[config.mk]
export PLATFORM = sky130hd
export DESIGN_NAME = status_register
export DESIGN_NICKNAME = d
export VERILOG_FILES = /design/src/rtl/status_register.sv
export SDC_FILE = /design/constraint.sdc
export NUM_CORES = 1
export LEC_CHECK = 0
export ABC_AREA = 1
export BUFFER_PORTS_ARGS = -buffer_cell sky130_fd_sc_hd__buf_4
export CORE_MARGIN = 4
export CORE_UTILIZATION = 29
export CTS_CLUSTER_SIZE = 30
export DETAILED_ROUTE_END_ITERATION = 6
export PLACE_DENSITY = 0.72
export SETUP_SLACK_MARGIN = 0.05
export SKIP_LAST_GASP = 1
export SLEW_MARGIN = 15
export SYNTH_ARGS = -nofsm -noshare
export SYNTH_HDL_FRONTEND = slang
export SYNTH_SLANG_ARGS = --single-unit
[constraint.sdc]
create_clock -name clk -period 1 [get_ports clk]
set_clock_uncertainty 0.15 [all_clocks]
set_input_delay 0.2 -clock clk [delete_from_list [all_inputs] [get_ports clk]]
set_output_delay 0.2 -clock clk [all_outputs]
set_load 0.02 [all_outputs]
[src/rtl/status_register.sv]
// status_register: architectural NZCV flag register feeding the ID-stage
// condition checker. Flags are computed from the EXE-stage ALU outputs and
// committed when a valid, non-stalled, non-flushed S-bit instruction issues
// a flag-affecting ALU command.
// Optional feature: define STATUS_FWD_EN to forward the committing flags
// combinationally onto status in the same cycle.
module status_register #(
  parameter int WIDTH = 32
) (
  input  logic             clk,
  input  logic             rst_n,
  input  logic             exe_valid,
  input  logic             s_bit,
  input  logic [3:0]       exe_cmd,
  input  logic [WIDTH-1:0] alu_result,
  input  logic             alu_cout,
  input  logic             op1_msb,
  input  logic             op2_msb,
  input  logic             freeze,
  input  logic             flush,
  output logic [3:0]       status,
  output logic             status_wr
);

  localparam logic [3:0] CMD_MOV = 4'b0001;
  localparam logic [3:0] CMD_ADD = 4'b0010;
  localparam logic [3:0] CMD_ADC = 4'b0011;
  localparam logic [3:0] CMD_SUB = 4'b0100;
  localparam logic [3:0] CMD_SBC = 4'b0101;
  localparam logic [3:0] CMD_AND = 4'b0110;
  localparam logic [3:0] CMD_ORR = 4'b0111;
  localparam logic [3:0] CMD_EOR = 4'b1000;
  localparam logic [3:0] CMD_MVN = 4'b1001;

  // Signed overflow. Operand 2's sign is taken before inversion, so for
  // subtraction overflow needs differing operand signs rather than equal ones.
  function automatic logic calc_overflow(
    input logic is_sub,
    input logic a_msb,
    input logic b_msb,
    input logic res_msb
  );
    logic signs_ok;
    signs_ok = is_sub ? (a_msb != b_msb) : (a_msb == b_msb);
    return signs_ok & (res_msb != a_msb);
  endfunction

  logic [3:0] status_r;
  logic       status_wr_r;
  logic       is_arith_s;
  logic       is_logic_s;
  logic       is_sub_s;
  logic       commit_s;
  logic       n_s;
  logic       z_s;
  logic       c_s;
  logic       v_s;
  logic [3:0] next_flags_s;

  // Classify the ALU command into arithmetic, logical or no-flag groups.
  always_comb begin
    is_arith_s = 1'b0;
    is_logic_s = 1'b0;
    is_sub_s   = 1'b0;
    case (exe_cmd)
      CMD_ADD, CMD_ADC: begin
        is_arith_s = 1'b1;
      end
      CMD_SUB, CMD_SBC: begin
        is_arith_s = 1'b1;
        is_sub_s   = 1'b1;
      end
      CMD_MOV, CMD_MVN, CMD_AND, CMD_ORR, CMD_EOR: begin
        is_logic_s = 1'b1;
      end
      default: begin
        is_arith_s = 1'b0;
        is_logic_s = 1'b0;
        is_sub_s   = 1'b0;
      end
    endcase
  end

  // Build next NZCV; logical ops carry C and V over from the current flags.
  always_comb begin
    n_s = alu_result[WIDTH-1];
    z_s = (alu_result == {WIDTH{1'b0}});
    if (is_arith_s) begin
      c_s = alu_cout;
      v_s = calc_overflow(is_sub_s, op1_msb, op2_msb, n_s);
    end else begin
      c_s = status_r[1];
      v_s = status_r[0];
    end
    next_flags_s = {n_s, z_s, c_s, v_s};
  end

  // A commit needs a real, flag-affecting S instruction that is neither stalled nor flushed.
  always_comb begin
    commit_s = exe_valid & s_bit & ~freeze & ~flush & (is_arith_s | is_logic_s);
  end

  // Flag register and one-cycle write strobe; reset overrides any pending commit.
  always_ff @(posedge clk) begin
    if (!rst_n) begin
      status_r    <= 4'b0000;
      status_wr_r <= 1'b0;
    end else begin
      status_wr_r <= commit_s;
      if (commit_s) begin
        status_r <= next_flags_s;
      end else begin
        status_r <= status_r;
      end
    end
  end

`ifdef STATUS_FWD_EN
  // Forward the committing flags so the condition checker sees them this cycle.
  always_comb begin
    if (commit_s) begin
      status = next_flags_s;
    end else begin
      status = status_r;
    end
  end
`else
  // Status comes straight from the flag flops.
  always_comb begin
    status = status_r;
  end
`endif

  // Write strobe comes straight from its flop.
  always_comb begin
    status_wr = status_wr_r;
  end

endmodule
Yosys cells after proc, flatten, opt, wreduce, memory -nomap -nowiden
Index checks and enable logic that the tools add are counted.
Widths: inputs -> output; s select.

word-level totals
  flip-flop bits (word level) = 5
  latch bits = 0
  bits in writable memories = 0
  ROM bits = 0
  input port bits = 45
  output and inout port bits = 5
  logic and storage cells = 32
  memories = 0

operators by class
  add/subtract/negate cells = 0
  multipliers = 0
  div/mod/pow operators = 0
  magnitude comparators = 0
  equality and inequality tests = 12
  shift-type cells = 0
  muxes and demuxes = 4
  bitwise operators = 8
  reductions and logical operators = 5

operators by type and width
  kind                count
  $logic_not 32->1    1
  $eq 4x3->1 const B  4
  $eq 4x2->1 const B  2
  $eq 4x4->1 const B  2
  $and 1x1->1         5
  $reduce_or 5->1     1
  $eq 4x1->1 const B  1
  $mux 1              4
  $reduce_or 4->1     1
  $ne 1x1->1          2
  $not 1->1           2
  $reduce_and 2->1    1
  $reduce_or 2->1     1
  $eq 1x1->1          1
  $or 1x1->1          1

Longest topological paths before layout
  depth after elaboration = 6
  mapped depth = 7
  depth with buffers taken out = 7

Worst setup path before layout
OpenSTA, ideal clock, no wires.

  path kind = input to register
  start point = input exe_valid
  end point = register status_r[1] (netlist: status[1])
  library setup time = 0.113 ns
  data arrival time = 0.699 ns
  data required time = 0.737 ns
  slack = 0.037 ns
  cell stages on the path = 7
  buffers on the path = 0
  cells stage by stage = nand2_1 -> inv_1 -> nand3_1 -> nor2_4 -> inv_1 -> nor2_1 -> nor2_1

on the way
  longest elaborated chain between the ends = 5

RTL lines
  element                            line  RTL
  start, declared                    12    input logic exe_valid,
  $and 1x1->1 (4 in a row)           100   commit_s = exe_valid & s_bit & ~freeze & ~flush & (is_arith_s | is_logic_s);
  $reduce_and 2->1 (no source line)  -
  end signal, assigned               111   status_r <= next_flags_s;
  end signal, assigned               113   status_r <= status_r;
  end, declared                      48    logic [3:0] status_r;

Every way passes these cells.
A chain may end at the register's enable or synchronous reset.

Worst setup path in the final report
  start point = register status_r[2] (netlist: status[2])
  end point = output status[2]

RTL lines
  element        line  RTL
  end, declared  21    output logic [3:0] status,

No word-level cell between the ends.

==> out/metrics.yaml <==
global_route:
  grt_max_degree: 5
  antenna_found_initial: 0
  grt_pass1_vias: 590
  grt_use_total_pct: 14.2
  grt_overflow: 0
  grt_pass1_wl_mm: 2.28
clocking:
  cts-root-buf: "clkbuf_4"
  numCtsBuffers: 3
  clk_pin_slew_worst_paths_ns: 0.04
  htree_levels: 1
  cts_tree: "done"
  cts_sinks: 5
  postCtsHoldBufs: 0
  clockBufferDepth: 2
  clk_latency_ns: 0.24
final_layout:
  area_delta_synth_final_pct: 106
  layout-drive-gt1-share_pct: 52.1
  fin_area_um2: 941
  layout_commonest_cell: "buf_4"
  diodes: 0
  ff_latch_area_um2: 106
  multi_input_area_um2: 330
  layout_common_cells: "buf_4 (49), nor2_1 (27), nand2_1 (23)"
  nets: 186
  fillers: 145
timing:
  setup_tns_ns: -0.125
  max_freq_mhz: 970
  rsz0062_at_grt: "true"
  period_minus_slack_ns: 1.03
  holdWs_ns: 0.0349
  report.final.slew_viol_count: 0
  worst_pin_slew_ns: 0.194
  post-route-period-util_pct: 103
  hold_viol_final: 0
  relSlewSlack_pct: 87.1
  finalSetupViolCount: 5
  setup_slack_ns: -0.0310
floorplan:
  initial_core_util_pct: 30.7
  die_h_um: 47.7
  coreArea_mm2: 0.00149
  ioPinCount: 50
  die_w_um: 47.7
  rows: 14
  die-area_mm2: 0.00227
pwr:
  p_leak_nw: 0.489
  vdd.ir_drop.worst_mv: 0.244
  power_density_mw_per_mm2: 707
route:
  remaining_drc_errors: 0
  vias: 640
  dr.max_layer_used: "met3"
  wl_met1_um: 575
  met3_length_um: 52
  via_per_inst: 4.10
  wl_per_cell_um: 9.33
  drt_iter0_drc: 3
  ant_nets: 0
  dr_wl_met2_um: 827
  dr.pass1.iters: 3
  wl_mm: 1.46
place:
  place_area_um2: 867
  place_congestion: 0.754
  port_buffers: 49
worst_setup_path:
  arrival_ns: 0.68
  slowest_delay_ns: 0.33
  end_kind: "output pin"
  path_class: "reg -> out"
  cp.required_ns: 0.65
  cp_top_family: "flip-flops"
  cp_max_fo: 2
  crit_buf_inv: 1
  cp-start-kind: "register"
  crit_slowest_cell: "dfxtp_2"
  reg2reg_slack_ns: 0.15
  path_cells: "buf_6"
yosys:
  synth_compound_area_share_pct: 3.29
  synth_cell_types: 15
  synth.area.mux_share_pct: 0
  synth_top_family_by_area: "simple AND/OR/NAND/NOR gates"
  yosysSeqAreaShare_pct: 21.9
  synthAdderAreaFrac_pct: 0
  postSynthAreaPerCell_um2: 5.57
  ys_seq_elements: 5
  yosys.area.top_type: "nor2_1"
  synth_top_area_share_pct: 22.2
  synth_xor_area_share_pct: 1.92
  yosys.area_share.simple_pct: 65.5
  syn_area_um2: 457
  yosys-top-cells-area: "nor2_1 (22%), dfxtp_1 (22%), nand2_1 (20%)"
  syn_nets: 127
  synth_warnings: 0
  netlist_instances: 82
run_status:
  status: "complete, but fails checks"
  violations: "negative setup slack"
job:
  cap_violations: 0
min_path:
  min_path_type: "in -> reg"
[flip-flops by register name, summed over array words and instances, names as in the netlist]
register,flops
status,4
status_wr,1
[cells by family (layout without fill, tap and decap cells)]
kind of cell	Yosys count	after routing
simple gates	64	64
buf+inv	9	67
flops	5	5
compound gates	3	3
xor+xnor	1	1
[stage by stage]
| step | setup WS [ns] | utilization [%] | total power, mW | cells |
|---|---|---|---|---|
| final | -0.0310 | 63.2 | 0.665 | 156 |
| after floorplan | 0.0548 | - | 0.275 | 82 |
| after CTS | -0.0398 | 62.7 | 0.676 | 155 |
| after global placement | -0.113 | 58.2 | 0.431 | 149 |
| after detailed placement | -0.123 | 58.2 | 0.435 | 149 |
| after global routing | -0.0597 | 63.2 | 0.711 | 156 |
[power by group]
group / internal (mW) / leakage [nW] / switching [mW]
registers: 0.202 / 0.0429 / 0.00115
logic: 0.147 / 0.432 / 0.0833
clock network: 0.151 / 0.0150 / 0.0814
total: 0.500 / 0.489 / 0.166
[repair_timing]
action / CTS / global route
setup buffers: 2 / 1
endpoints found under the setup margin: 5 / 5
gates resized for setup: 10 / 0
[cell usage after synthesis]
| library cell | instances |
|---|---|
| nand2_2 | 2 |
| nor3_4 | 1 |
| nand4_1 | 1 |
| nor2_2 | 2 |
| nor2_1 | 27 |
| nand2_1 | 24 |
| nand3_4 | 1 |
| o21ai_1 | 1 |
| nor2_4 | 2 |
| a21oi_1 | 2 |
| nand3_1 | 4 |
| inv_1 | 8 |
| xor2_1 | 1 |
| inv_2 | 1 |
| dfxtp_1 | 5 |
[worst paths after layout]
path                             to                   start  cells after the start
min          status[1]$_SDFFE_PN0P_                alu_cout                      3
min reg2reg  status[2]$_SDFFE_PN0P_  status[2]$_SDFFE_PN0P_                      2
max reg2reg  status[1]$_SDFFE_PN0P_  status[1]$_SDFFE_PN0P_                      3
max                       status[2]  status[2]$_SDFFE_PN0P_                      1
[per-layer routing]
layer	global-route usage, %	up-vias
met3	2.26	0
met1	15.8	257
li1	-	366
met2	26.1	17
met5	0	-
met4	6.45	0
[layout make-up]
type	count	area share [%]
Clock buffer	4	2.79
Multi-Input combinational cell	68	35.1
Timing Repair Buffer	54	45.1
Tap cell	16	2.13
Sequential cell	5	11.3
Inverter	9	3.59
No activity file was read; power rests on OpenSTA's default activity.
